File: src/rtl/output_port_cluster_arb.sv
// Output port cluster: per-port payload FIFOs, per-port credit / remote
// address / destination state, and a credit-gated round-robin arbiter that
// merges all channels onto one registered packet stream.
module output_port_cluster_arb #(
  parameter int unsigned NUM_OUT_PORTS = 7,
  parameter int unsigned PAYLOAD_BITS  = 64,
  parameter int unsigned NUM_LEAF_BITS = 6,
  parameter int unsigned NUM_PORT_BITS = 4,
  parameter int unsigned NUM_ADDR_BITS = 7,
  parameter int unsigned FIFO_DEPTH    = 4,
  localparam int unsigned PORT_SEL_BITS = (NUM_OUT_PORTS > 1) ? $clog2(NUM_OUT_PORTS) : 1,
  localparam int unsigned CFG_DATA_BITS =
    ((NUM_LEAF_BITS + NUM_PORT_BITS) > (NUM_ADDR_BITS + 1)) ?
    (NUM_LEAF_BITS + NUM_PORT_BITS) : (NUM_ADDR_BITS + 1),
  localparam int unsigned PACKET_BITS =
    NUM_LEAF_BITS + NUM_PORT_BITS + NUM_ADDR_BITS + PAYLOAD_BITS
) (
  input  logic                                  clk,
  input  logic                                  reset,
  input  logic                                  cfg_wr_en,
  input  logic [PORT_SEL_BITS-1:0]              cfg_port_sel,
  input  logic [1:0]                            cfg_op,
  input  logic [CFG_DATA_BITS-1:0]              cfg_data,
  input  logic [PAYLOAD_BITS*NUM_OUT_PORTS-1:0] user_din,
  input  logic [NUM_OUT_PORTS-1:0]              user_vld,
  output logic [NUM_OUT_PORTS-1:0]              user_ack,
  output logic [PACKET_BITS-1:0]                pkt_out,
  output logic                                  pkt_vld,
  input  logic                                  pkt_rdy,
  output logic [NUM_OUT_PORTS-1:0]              port_stalled
);

  localparam int unsigned N        = NUM_OUT_PORTS;
  localparam int unsigned PW       = PAYLOAD_BITS;
  localparam int unsigned AW       = NUM_ADDR_BITS;
  localparam int unsigned CW       = NUM_ADDR_BITS + 1;
  localparam int unsigned DW       = NUM_LEAF_BITS + NUM_PORT_BITS;
  localparam int unsigned FAW      = $clog2(FIFO_DEPTH);
  localparam int unsigned FPW      = FAW + 1;
  localparam int unsigned SW       = CFG_DATA_BITS + 2;
  localparam int unsigned CRED_MAX = 1 << NUM_ADDR_BITS;

  logic [PW-1:0]            mem_q    [N][FIFO_DEPTH];
  logic [FPW-1:0]           wptr_q   [N];
  logic [FPW-1:0]           rptr_q   [N];
  logic [CW-1:0]            credit_q [N];
  logic [CW-1:0]            credit_d [N];
  logic [SW-1:0]            cred_raw [N];
  logic [AW-1:0]            addr_q   [N];
  logic [AW-1:0]            addr_d   [N];
  logic [DW-1:0]            dst_q    [N];
  logic [DW-1:0]            dst_d    [N];
  logic [PORT_SEL_BITS-1:0] rr_q;
  logic [PACKET_BITS-1:0]   pkt_q, pkt_d;
  logic                     vld_q, vld_d;
  logic [N-1:0]             stall_q, stall_d;
  logic [N-1:0]             full, nempty, elig, push, pop, cfg_hit;
  logic                     gnt_vld;
  logic [PORT_SEL_BITS-1:0] gnt_idx;
  logic [PORT_SEL_BITS-1:0] cand;
  logic [PW-1:0]            head;

  // Per-port FIFO status, eligibility, handshake and config decode
  always_comb begin
    full    = '0;
    nempty  = '0;
    elig    = '0;
    push    = '0;
    cfg_hit = '0;
    for (int i = 0; i < int'(N); i++) begin
      full[i]    = (wptr_q[i][FAW] != rptr_q[i][FAW]) &&
                   (wptr_q[i][FAW-1:0] == rptr_q[i][FAW-1:0]);
      nempty[i]  = (wptr_q[i] != rptr_q[i]);
      elig[i]    = nempty[i] && (credit_q[i] != '0);
      push[i]    = user_vld[i] && !full[i];
      cfg_hit[i] = cfg_wr_en && (cfg_port_sel == PORT_SEL_BITS'(i));
    end
  end

  // Round-robin pick: first eligible port strictly after the last grant
  always_comb begin
    gnt_vld = 1'b0;
    gnt_idx = '0;
    cand    = '0;
    if (!vld_q || pkt_rdy) begin
      for (int k = 1; k <= int'(N); k++) begin
        cand = PORT_SEL_BITS'((int'(rr_q) + k) % int'(N));
        if (!gnt_vld && elig[cand]) begin
          gnt_vld = 1'b1;
          gnt_idx = cand;
        end
      end
    end
  end

  assign pop  = gnt_vld ? (N'(1) << gnt_idx) : '0;
  assign head = mem_q[gnt_idx][rptr_q[gnt_idx][FAW-1:0]];

  // Output register next state: load on grant, drain on accept, else hold
  always_comb begin
    vld_d = vld_q;
    pkt_d = pkt_q;
    if (gnt_vld) begin
      vld_d = 1'b1;
      pkt_d = {dst_q[gnt_idx], addr_q[gnt_idx], head};
    end else if (vld_q && pkt_rdy) begin
      vld_d = 1'b0;
    end
  end

  // Per-port credit / address / destination next state; config first, grant on top
  always_comb begin
    for (int i = 0; i < int'(N); i++) begin
      cred_raw[i] = SW'(credit_q[i]);
      addr_d[i]   = addr_q[i];
      dst_d[i]    = dst_q[i];
      if (cfg_hit[i]) begin
        case (cfg_op)
          2'b00: dst_d[i]    = cfg_data[DW-1:0];
          2'b01: cred_raw[i] = SW'(cfg_data[AW:0]);
          2'b10: cred_raw[i] = SW'(credit_q[i]) + SW'(cfg_data);
          2'b11: addr_d[i]   = cfg_data[AW-1:0];
        endcase
      end
      if (pop[i]) begin
        if (cred_raw[i] != '0) cred_raw[i] = cred_raw[i] - SW'(1);
        addr_d[i] = addr_d[i] + AW'(1);
      end
      credit_d[i] = (cred_raw[i] > SW'(CRED_MAX)) ? CW'(CRED_MAX) : CW'(cred_raw[i]);
      stall_d[i]  = ((wptr_q[i] + FPW'(push[i])) != (rptr_q[i] + FPW'(pop[i]))) &&
                    (credit_d[i] == '0);
    end
  end

  // Control state registers
  always_ff @(posedge clk or negedge reset) begin
    if (!reset) begin
      for (int i = 0; i < int'(N); i++) begin
        wptr_q[i]   <= '0;
        rptr_q[i]   <= '0;
        credit_q[i] <= '0;
        addr_q[i]   <= '0;
        dst_q[i]    <= '0;
      end
      rr_q    <= '0;
      pkt_q   <= '0;
      vld_q   <= 1'b0;
      stall_q <= '0;
    end else begin
      for (int i = 0; i < int'(N); i++) begin
        if (push[i]) wptr_q[i] <= wptr_q[i] + FPW'(1);
        if (pop[i])  rptr_q[i] <= rptr_q[i] + FPW'(1);
        credit_q[i] <= credit_d[i];
        addr_q[i]   <= addr_d[i];
        dst_q[i]    <= dst_d[i];
      end
      if (gnt_vld) rr_q <= gnt_idx;
      pkt_q   <= pkt_d;
      vld_q   <= vld_d;
      stall_q <= stall_d;
    end
  end

  // FIFO storage; contents are don't-care while the pointers say empty
  always_ff @(posedge clk) begin
    for (int i = 0; i < int'(N); i++) begin
      if (push[i]) mem_q[i][wptr_q[i][FAW-1:0]] <= user_din[i*PW +: PW];
    end
  end

  assign user_ack     = ~full;
  assign pkt_out      = pkt_q;
  assign pkt_vld      = vld_q;
  assign port_stalled = stall_q;

endmodule

File: config.mk
export PLATFORM = sky130hd
export DESIGN_NAME = output_port_cluster_arb
export DESIGN_NICKNAME = d
export VERILOG_FILES = /design/src/rtl/output_port_cluster_arb.sv
export SDC_FILE = /design/constraint.sdc
export NUM_CORES = 2
export LEC_CHECK = 0
export ABC_AREA = 1
export ABC_CLOCK_PERIOD_IN_PS = 8100
export CAP_MARGIN = 20
export CORE_MARGIN = 2
export CORE_UTILIZATION = 60
export CTS_CLUSTER_DIAMETER = 50
export DETAILED_ROUTE_END_ITERATION = 10
export HOLD_SLACK_MARGIN = 0.15
export MAX_ROUTING_LAYER = met4
export PLACE_DENSITY_LB_ADDON = 0.3
export SLEW_MARGIN = 0
export SYNTH_ARGS = -nofsm -noshare
export SYNTH_HDL_FRONTEND = slang
export SYNTH_SLANG_ARGS = --single-unit
File: constraint.sdc
create_clock -name clk -period 8.1 [get_ports clk]
set_input_delay 1.62 -clock clk [delete_from_list [all_inputs] [get_ports clk]]
set_output_delay 1.62 -clock clk [all_outputs]
set_load 0.01 [all_outputs]
==> key figures <==
STA
  • Worst setup margin: 0.820 ns
  • Slew Viols, Final: 0
  • Final Setup Violations: 0
  • Slew margin rel.: between 20% and 30%
  • RSZ-0062 raised after global routing: no
  • Clock skew: about 0.07 ns
  • Worst-margin pin slew: roughly 1.2 ns
  • Min Tclk post-route: around 7.3 ns
  • Final hold viol count: 0
  • Tcrit/Tclk final: approximately nine tenths
  • Fmax: ~0.14 GHz
  • Setup TNS: 0 ns

Synthesis
  • Post-synth cell types: about 70
  • Synth Cell Area: roughly 0.092 mm²
  • Synth area leaders: edfxtp_1, nand2_1, dfrtp_1, nand3_1, nand4_1
  • Syn_area_per_cell: ~11 µm²
  • Main synth FF type: edfxtp_1
  • Syn Inst Count: approximately 8400
  • Async set-reset flop share out of synthesis: ~15%
  • Adder-Cell Fraction of Synth Area: roughly 2.5%
  • Simple-gate share of the synthesized area: between 10% and 20%
  • #FFs+latches synth: between 2000 and 2500
  • Sequential share of the synthesized area: roughly 67%
  • Mux contribution to synthesized area: less than 1%
  • Post-synth EDFFs: 1792
  • Post-synth top area share: about three fifths
  • Post-Synth XOR/XNOR Area: under 10%
  • Total nets after synthesis: about 9000
  • Yosys Warn Count: 0
  • Synth Area in Compound Gates: roughly 5.7%
  • Area leader, netlist: edfxtp_1
  • Largest family of logic cells by synthesized area: simple AND/OR/NAND/NOR gates

GRT
  • First-pass GRT wire length: 466000 µm
  • Largest net degree at the start of global routing: between 150 and 200
  • Number of global-route vias before repair: between 60000 and 70000
  • Gr usage total: 43.3%
  • GR Overflow Total: 0
  • Initial antenna violation count: about 130

Clock tree
  • Worst-path clk slew: about 0.060 ns
  • Clock root buffer: clkbuf_16
  • Total CTS buffers: 213
  • Post-CTS Setup Bufs: 0
  • CTS Buffer Depth: 3
  • Clock sinks: between 2000 and 2500
  • Htree depth: 4
  • Latest clock arrival within the worst-skew pair: 0.85 ns
  • Post-CTS Hold Fix Bufs: 0
  • Resized Gates After CTS: 0
  • CTS tree: built

Routing
  • DRT Pass-1 Iters: 10
  • Final Routed Wirelength: approximately 330000 µm
  • DR WL/cell: between 20 and 30 µm
  • Post-route ant nets: 0
  • Via count: 70600
  • DRT iter0 DRCs: 10100
  • Remaining DRCs: 0
  • Vias per cell: 6.28

Place
  • Gpl congestion: 1.01
  • Pre-CTS setup slack: around 1.1 ns
  • IO Port Bufs: around 570
  • Detail Placement HPWL: around 220000 µm
  • Dpl cell area: 0.0999 mm²

Floorplanning
  • DIE AREA: 0.157 mm²
  • Die Span Y: just under 400 µm
  • Rows: around 140
  • I/O Pins: 570
  • Initial Utilization: between 60% and 70%
  • CORE AREA: around 0.15 mm²
  • Die width: 396 µm

Cells and area
  • Fraction of layout cells with a size suffix above 1: 6.77%
  • Final net count: around 9600
  • Synthesis-to-layout area growth: 16.5%
  • Final instance area: roughly 0.11 mm²

Critical path
  • CP max stage cell: buf_4
  • Critical path class: flip-flop to flip-flop
  • Worst setup EP type: flip-flop
  • Crit-path leading delay family: simple AND/OR/NAND/NOR gates
  • Critical path buffers and inverters: 6
  • Most frequent CP cell: nand2_1
  • Worst EP required: about 8.9 ns
  • Critical Path Start Type: flip-flop
  • CP peak stage delay: 0.94 ns
  • Data arrival, critical path: about 8.0 ns
  • Worst reg2reg setup slack: between 0.8 and 0.9 ns
  • CP max FO: between 80 and 90

Worst hold path
  • HP Class: flip-flop to flip-flop

Job
  • Max_cap viols: 0

Run status
  • Status: complete, no violations
==> layout make-up <==
class / instances / area [µm²]
Clock inverter: 119 / 1240
Fill cell: 10500 / 44900
Timing Repair Buffer: 701 / 6930
Multi-Input combinational cell: 5452 / 27300
Sequential cell: 2101 / 61500
Clock buffer: 276 / 5820
Inverter: 431 / 1650
Antenna cell: 135 / 338
Tap cell: 2030 / 2540
==> worst reg2reg max path: cells and delay by family (launching register included) <==
family          cells  cell delay, ns
buf+inv             6            1.95
simple gates       19            2.78
compound gates      3            0.46
fa+ha+maj           4            1.21
flops               1            0.56
xor+xnor            1            0.27
==> cells by family after synthesis <==
logic type / after synthesis
adder cells (fa/ha/maj): 177
AND/OR/NAND/NOR: 4208
AO/OA/AOI/OAI: 904
multiplexers: 1
XOR/XNOR: 162
flip-flops: 2101
buffers and inverters: 830
==> synth_stat cells, types with 25 or more instances <==
cell / number
a21oi_1: 127
buf_1: 30
buf_2: 161
buf_4: 27
clkbuf_1: 169
dfrtp_1: 309
edfxtp_1: 1792
ha_1: 170
inv_1: 396
nand2_1: 2526
nand2_2: 25
nand3_1: 611
nand4_1: 384
nor2_1: 511
nor3_1: 37
nor4_1: 26
o211ai_1: 37
o21a_1: 107
o21ai_0: 424
o21ai_1: 76
o22ai_1: 47
or2_2: 36
xnor2_1: 44
xor2_1: 115
==> stage by stage <==
| stage | util (%) | instances | hold WS (ns) |
|---|---|---|---|
| after global routing | 70.5 | 11200 | 0.514 |
| final | 70.5 | 11200 | 0.485 |
| after floorplan | - | 8383 | 0.453 |
| after CTS | 70.3 | 11100 | 0.488 |
| after global placement | 65.6 | 10700 | 0.466 |
| after detailed placement | 65.6 | 10700 | 0.471 |
==> final timing paths <==
path,endpoint,start,cells after the start
worst max register to register,pkt_out[58]$_DFFE_PN0N_,rr_q[1]$_DFFE_PN0N_,33
max in group asynchronous,rr_q[1]$_DFFE_PN0N_,reset,2
min in group asynchronous,addr_q[5]$_DFF_PN0_,reset,1
worst max-delay path,pkt_out[58]$_DFFE_PN0N_,rr_q[1]$_DFFE_PN0N_,33
worst min-delay path,dst_q[58]$_DFFE_PN0P_,dst_q[58]$_DFFE_PN0P_,2
worst min register to register,dst_q[58]$_DFFE_PN0P_,dst_q[58]$_DFFE_PN0P_,2
==> layer usage <==
layer	GRT usage (%)	up-vias	share of wire [%]
li1	-	30400	-
met3	11.0	1293	12
met4	36.7	0	10
met2	65.2	5225	46
met5	-	-	0
met1	48.5	33700	31
==> registers in the layout, summed over array words and instances, names as in the netlist <==
register,count
addr_q,49
port_stalled,7
mem_q,1792
pkt_out,81
dst_q,70
pkt_vld,1
rptr_q,21
wptr_q,21
rr_q,3
credit_q,56
==> cells in the final DEF (no fill, tap or decap), drive strengths merged, types with 3 or more instances in the layout <==
master,n
a221oi,12
o21ai,504
a21boi,17
o311ai,3
nand3,620
nor4,28
diode,135
nand2,2555
a22oi,7
buf,133
xnor2,45
xor2,116
a31oi,13
ha,170
bufinv,16
and2,11
clkdlybuf4s50,568
nor2,527
clkbuf,276
o21bai,7
o221ai,3
clkinv,93
clkinvlp,7
a21oi,128
a211oi,6
nand4,385
inv,434
nor3b,3
fa,7
o21a,107
or2,37
a41oi,5
nand3b,3
nor3,37
dfrtp,309
edfxtp,1792
o22ai,47
o211ai,38
Power is not shown: default switching activity piles up to over one toggle a cycle in this logic, so the estimate is an artifact.
